==> src/rtl/enc_rr_arbiter.sv <==
// Eight-requester round-robin arbiter. It issues a registered one-hot grant with
// a binary index on x/y/z and revokes the grant on done, request drop or hold expiry.
module enc_rr_arbiter #(
  parameter int unsigned MAX_HOLD = 16
) (
  input  logic       clk,
  input  logic       rst_n,
  input  logic [7:0] req,
  input  logic       done,
  output logic [7:0] gnt,
  output logic       gnt_valid,
  output logic       x,
  output logic       y,
  output logic       z,
  output logic       timeout
);

  typedef enum logic [1:0] {
    IDLE  = 2'd0,
    GRANT = 2'd1,
    GAP   = 2'd2
  } state_e;

  state_e     state_q, state_d;
  logic [7:0] gnt_q, gnt_d;
  logic [2:0] idx_q, idx_d;
  logic [7:0] cnt_q, cnt_d;
  logic [2:0] last_q, last_d;
  logic       timeout_q, timeout_d;

  logic [2:0] win_idx;
  logic       expired, released;

  // Walk from the farthest offset down, so the nearest set bit after last_q wins.
  // Offset 8 wraps to last_q itself and has the lowest priority.
  always_comb begin
    win_idx = last_q;
    for (int i = 8; i >= 1; i--) begin
      if (req[last_q + 3'(i)]) win_idx = last_q + 3'(i);
    end
  end

  assign expired  = (cnt_q == 8'(MAX_HOLD));
  assign released = done | ~req[idx_q];

  always_comb begin
    state_d   = state_q;
    gnt_d     = gnt_q;
    idx_d     = idx_q;
    cnt_d     = cnt_q;
    last_d    = last_q;
    timeout_d = 1'b0;
    case (state_q)
      IDLE: begin
        if (|req) begin
          gnt_d   = 8'b1 << win_idx;
          idx_d   = win_idx;
          last_d  = win_idx;
          cnt_d   = 8'd1;
          state_d = GRANT;
        end
      end
      GRANT: begin
        if (released || expired) begin
          // A timeout is flagged only when expiry alone ended the grant.
          timeout_d = expired & ~released;
          gnt_d     = '0;
          idx_d     = '0;
          cnt_d     = '0;
          state_d   = GAP;
        end else begin
          cnt_d = cnt_q + 8'd1;
        end
      end
      GAP: state_d = IDLE;
      default: begin
        state_d = IDLE;
        gnt_d   = '0;
        idx_d   = '0;
        cnt_d   = '0;
      end
    endcase
  end

  always_ff @(posedge clk or negedge rst_n) begin
    if (!rst_n) begin
      state_q   <= IDLE;
      gnt_q     <= '0;
      idx_q     <= '0;
      cnt_q     <= '0;
      last_q    <= 3'd7;
      timeout_q <= 1'b0;
    end else begin
      state_q   <= state_d;
      gnt_q     <= gnt_d;
      idx_q     <= idx_d;
      cnt_q     <= cnt_d;
      last_q    <= last_d;
      timeout_q <= timeout_d;
    end
  end

  assign gnt       = gnt_q;
  assign gnt_valid = |gnt_q;
  assign {x, y, z} = idx_q;
  assign timeout   = timeout_q;

endmodule

==> config.mk <==
export PLATFORM = sky130hd
export DESIGN_NAME = enc_rr_arbiter
export DESIGN_NICKNAME = d
export VERILOG_FILES = /design/src/rtl/enc_rr_arbiter.sv
export SDC_FILE = /design/constraint.sdc
export NUM_CORES = 1
export LEC_CHECK = 0
export CAP_MARGIN = 20
export CORE_ASPECT_RATIO = 1.4
export CORE_UTILIZATION = 28
export CTS_CLUSTER_DIAMETER = 40
export DETAILED_ROUTE_END_ITERATION = 6
export PLACE_DENSITY_LB_ADDON = 0.15
export SLEW_MARGIN = 20
export SYNTH_ARGS = -nofsm -noshare
export SYNTH_HDL_FRONTEND = slang
export SYNTH_SLANG_ARGS = --single-unit
==> constraint.sdc <==
create_clock -name clk -period 7.39 [get_ports clk]
set_clock_uncertainty 0.1 [all_clocks]
set_input_delay 1.8475 -clock clk [delete_from_list [all_inputs] [get_ports clk]]
set_output_delay 1.8475 -clock clk [all_outputs]
set_load 0.01 [all_outputs]
## Word level (Yosys, flattened, before mapping)

Index checks and enable logic that the tools add are counted.

- Flip-flop bits (word level): 25
- Input port bits: 11
- Output and inout port bits: 13
- Logic and storage cells: 78

- $add $sub $neg: 8
- Magnitude comparators: 8
- Equal/unequal tests: 5
- Shifts and indexed selects: 1
- Mux-type cells: 37
- Bitwise gates (word level): 5
- Reductions and logical operators: 8

Operator list:

| operator | number |
|---|---|
| case mux 8 bit (3 select lines) | 2 |
| less-than comparator 3 x 4 -> 1 bit, second input constant | 8 |
| two-way mux 8 bit | 4 |
| two-way mux 3 bit | 9 |
| binary-select mux 1 bit (select 3 bit) | 8 |
| OR reduction 8 bit | 2 |
| adder 3 bit, second input constant | 4 |
| two-way mux 1 bit | 10 |
| case mux 3 bit (3 select lines) | 1 |
| adder 8 x 1 -> 8 bit, second input constant | 1 |
| equality test 8 x 5 -> 1 bit, second input constant | 1 |
| left shift 1 x 3 -> 8 bit, first input constant | 1 |
| adder 3 x 2 -> 3 bit, second input constant | 2 |
| AND reduction 2 bit | 3 |
| two-way mux 2 bit | 2 |
| inequality test 2 bit, second input constant | 2 |
| case mux 2 bit (2 select lines) | 1 |
| adder 3 x 1 -> 3 bit, second input constant | 1 |
| NOT 1 bit | 3 |
| AND reduction 3 bit | 1 |
| equality test 2 x 1 -> 1 bit, second input constant | 1 |
| equality test 2 bit, second input constant | 1 |
| zero test 2 bit | 1 |
| bitwise AND 1 bit | 1 |
| other kinds (2) | 2 |

## Logic depth before layout (Yosys ltp)

- Depth after elaboration: 13
- Gate-level depth with buffers: 10

## Worst setup path before layout

OpenSTA, ideal clock, no wires.

- Path type: input to register
- Start: in req[4]
- End: reg gnt_q[2] (netlist: gnt[2])
- Setup time: 103 ps
- Arrival time: 3,551 ps
- Data required time: 7,187 ps
- Path slack: 3,635 ps
- Cell stages on the path: 6
- Buffers on the path: 0
- Cells stage by stage: mux4_1 a221oi_1 a31oi_1 a311oi_2 a21oi_1 o41ai_2

- Word-level cells in the longest chain between the ends: 12
- Elaborated cells between the ends (all ways): 33
- Classes of those cells: eq/ne (2); shift (1); mux (25); bitwise (2); reduce/logical (3)

Ends and longest elaborated chain:

| what | line | text |
|---|---|---|
| start: declaration | 8 | `input logic [7:0] req,` |
| binary-select mux 1 bit (select 3 bit) | 39 | `if (req[last_q + 3'(i)]) win_idx = last_q + 3'(i);` |
| two-way mux 1 bit (not written as such) | 39 |  |
| two-way mux 3 bit (7 in a row) | 39 |  |
| left shift 1 x 3 -> 8 bit | 56 | `gnt_d = 8'b1 << win_idx;` |
| two-way mux 8 bit | 55 | `if (\|req) begin` |
| case mux 8 bit (3 select lines) | 53 | `case (state_q)` |
| end signal: assignment | 95 | `gnt_q <= gnt_d;` |
| end: declaration | 25 | `logic [7:0] gnt_q, gnt_d;` |

Parallel ways exist; a longest one is shown, timed or not. The select of a mux whose other input is x is not followed.
A chain may end at the register's enable or synchronous reset.

## Final worst setup path

- Start: in req[5]
- End: reg gnt_q[3] (netlist: gnt[3])

The elaborated chain is that of the path after synthesis.

==> flow_summary_export.csv <==
group,metric,value,unit
outcome,outcome,"finished clean",
routing,vias,1815,
sta,finalHoldViolCount,0,
clock_network,clockBufferDepth,2,
routing,drcViolationCount,0,
critical_path,end_kind,"flop",
yosys,synth_area_leaders,"dfrtp_1 26%, mux4_2 15%, mux2_2 4.8%, nand2_1 4.1%, dfstp_2 3.7%",
final_layout,final_nets,243,
die,initial_core_util,0.2886,
global_routing,grt_antenna_before_repair,0,
worst_hold_path,hold_depth,2,
critical_path,worst_path_max_delay_cell,"mux4_1",
die,io_pins,24,
critical_path,r2r_cells,8,
yosys,syn_inst,208,
routing,drt.antenna.violating_nets,0,
clock_network,cts_setup_buffers,0,
clock_network,clkSlewWorstSetupHoldPaths,90,ps
routing,wire_per_inst,17.56,um
yosys,synth.yosys.seq_area_share,0.2982,
critical_path,arrival,4490,ps
yosys,ys.warnings.count,0,
sta,slew_viol_final,0,
yosys,synthArstFlopShare,1.000,
clock_network,cts_tree,"built",
die,placeableCoreArea,7315,um2
critical_path,path_depth,7,
global_routing,grt_usage,0.1589,
power,power_density,493.5,nW/um2
routing,drtPass1Iterations,4,
clock_network,clockRootBuffer,"clkbuf_8",
critical_path,path_buf_inv,1,
clock_network,clkLatencyLatePin,270,ps
sta,finalSetupViolations,0,
yosys,synthDistinctLibCells,54,
yosys,synth-edff-count,0,
yosys,synth_top_area_cell,"dfrtp_1",
routing,dr.first_iter.drc_count,116,
critical_path,cpLargestDelayFamily,"compound AO/OA/AOI/OAI gates",
clock_network,cts_num_sinks,25,
power,power.total,1.218,mW
run,drv_cap,0,
yosys,avgSynthCellArea,10.15,um2
yosys,netlist_area,2111,um2
critical_path,cpPeakStageDelay,670,ps
die,die_w,75.38,um
sta,fin_crit,4423,ps
critical_path,crit_chain,"clkdlybuf4s50_1 > mux4_1 > a221oi_1 > a31oi_1 > o32ai_1 > a21oi_1 > o41ai_2",
yosys,ys.flop_type,"dfrtp_1",
place,io_buffers,23,
global_routing,grt_overflow_total,0,
place,place.gp.congestion,0.7917,
worst_hold_path,hp-class,"reg2reg",
critical_path,required,7460,ps
global_routing,grt_max_degree,26,
die,die-area,7895,um2
clock_network,numCtsBuffers,3,
critical_path,crit_type,"in2reg",
global_routing,grt_pass1_vias,1860,
sta,whs,424.5,ps
die,dieHeight,104.7,um
clock_network,ctsHoldBuffers,0,
die,row_count,37,
yosys,synth_top_area_share,0.2608,
sta,worst_pin_slew,514.4,ps
routing,via_per_inst,5.602,
power,ir_drop,0.1550,mV
critical_path,worstPathMaxFanout,10,
critical_path,crit_path_start_kind,"primary input",
power,p_leak,0.9123,nW
sta,rsz0062_at_grt,"false",
yosys,ys_ff_latch,25,
final_layout,antenna_cells,0,
sta,setup_tns,0,ps
clock_network,cts_resized,0,
place,place_hpwl,4.168,mm
sta,relSlewSlack,0.6571,
sta,timing.final.crit_share,0.5985,
final_layout,drive_gt1_frac,0.2070,
clock_network,htreeDepth,1,
sta,timing.fmax,0.2261,GHz
global_routing,grt_pass1_wl,9.811,mm
final_layout,areaGrowthSynthToFinish,16.95,%
routing,totalWireLength,5.691,mm
yosys,synth_nets,223,
-- layout by cell type (no fill, tap or decap), types with 2 or more instances in the layout --
| cell | instances |
|---|---|
| nor2_1 | 7 |
| inv_1 | 10 |
| a21oi_1 | 9 |
| clkbuf_8 | 3 |
| buf_4 | 2 |
| nand2_1 | 23 |
| o21ai_0 | 14 |
| nand3b_1 | 2 |
| mux4_2 | 14 |
| nand3_1 | 6 |
| a221oi_1 | 3 |
| nor3b_1 | 2 |
| nand2b_1 | 6 |
| mux2i_2 | 2 |
| nor3_1 | 5 |
| a22o_1 | 2 |
| ha_1 | 4 |
| o21a_1 | 2 |
| clkdlybuf4s50_1 | 23 |
| dfrtp_1 | 22 |
| o21ai_1 | 4 |
| mux2_2 | 9 |
| nor4_1 | 5 |
| xor2_1 | 3 |
| o31ai_1 | 4 |
| or3_1 | 3 |
| o22ai_1 | 2 |
| a31oi_1 | 3 |
| o41ai_2 | 4 |
| mux2i_1 | 2 |
| dfstp_2 | 3 |
-- worst min-delay path, delay by kind of cell (launching register included) --
| kind | cells | cell delay [ps] |
|---|---|---|
| DFF | 1 | 380 |
| and+or+nand+nor | 1 | 60 |
| AOI/OAI and AO/OA | 1 | 50 |
-- cells in the mapped netlist, drive strengths merged, types with 2 or more instances --
| cell | instances |
|---|---|
| buf | 6 |
| nand3 | 6 |
| o22ai | 2 |
| nand2b | 6 |
| dfrtp | 22 |
| nor3 | 5 |
| o21ai | 18 |
| nor3b | 2 |
| clkbuf | 4 |
| ha | 4 |
| and3 | 2 |
| mux4 | 15 |
| nor2 | 7 |
| nand3b | 2 |
| o31ai | 4 |
| o21a | 2 |
| or3 | 3 |
| or2 | 2 |
| inv | 11 |
| a21oi | 9 |
| a31oi | 3 |
| dfstp | 3 |
| a221oi | 3 |
| or4 | 2 |
| a22o | 2 |
| xor2 | 3 |
| mux2 | 9 |
| o41ai | 4 |
| mux2i | 5 |
| nand2 | 23 |
| nor4 | 5 |
-- routing by layer --
layer | global-route usage | routed length, um | up-vias
met5 | 0 | 0 | -
met4 | 0.05556 | 94 | 0
met3 | 0.009643 | 206 | 6
met2 | 0.2513 | 2776 | 56
met1 | 0.2256 | 2614 | 908
li1 | - | - | 845
-- cell type report --
cell class	count	area (um2)
fillers	810	4846
multi-input cells	162	1383
flip-flops and latches	25	629.4
repair buffers	25	245.2
well taps	97	121.4
clock buffers	3	41.29
inverters	11	41.29
clock inverters	1	7.507
-- cells by family (layout without fill, tap and decap cells) --
group | after synthesis | count (layout) | share of synthesized area
multiplexers | 29 | 29 | 0.2430
buffers and inverters | 21 | 40 | 0.04683
AO/OA/AOI/OAI | 57 | 57 | 0.1986
adder cells (fa/ha/maj) | 4 | 4 | 0.02371
AND/OR/NAND/NOR | 68 | 68 | 0.1731
flip-flops | 25 | 25 | 0.2982
XOR/XNOR | 4 | 4 | 0.01660
-- stage by stage --
stage / worst slack [ps] / instances / util / instance area [um2]
after floorplan: 3635 / 208 / - / 2111
after global placement: 2789 / 320 / 0.3308 / 2420
after detailed placement: 2717 / 320 / 0.3308 / 2420
after CTS: 2981 / 324 / 0.3375 / 2469
after global routing: 2810 / 324 / 0.3375 / 2469
final: 2967 / 324 / 0.3375 / 2469
-- flip-flops by register name, summed over array words and instances (netlist names) --
signal,flops
last_q,3
gnt,8
idx_q,3
timeout,1
cnt_q,8
state_q,2
-- worst paths after layout --
kind,start,end,slack (ps)
max in group asynchronous,rst_n,last_q[1]$_DFFE_PN1P_,5060
min in group asynchronous,rst_n,gnt[1]$_DFFE_PN0P_,1840
worst max-delay path,req[5],gnt[3]$_DFFE_PN0P_,2970
worst min-delay path,gnt[0]$_DFFE_PN0P_,gnt[0]$_DFFE_PN0P_,420
worst min register to register,gnt[0]$_DFFE_PN0P_,gnt[0]$_DFFE_PN0P_,420
worst max register to register,last_q[0]$_DFFE_PN1P_,gnt[3]$_DFFE_PN0P_,3510
-- where the power goes --
group	leakage (nW)	internal [mW]	total, mW	switching (mW)
registers	0.328	0.180	0.262	0.0816
clock network	0.0217	0.0382	0.0836	0.0454
logic	0.563	0.383	0.873	0.490
total	0.912	0.602	1.22	0.617
(Power assumes the default switching activity.)
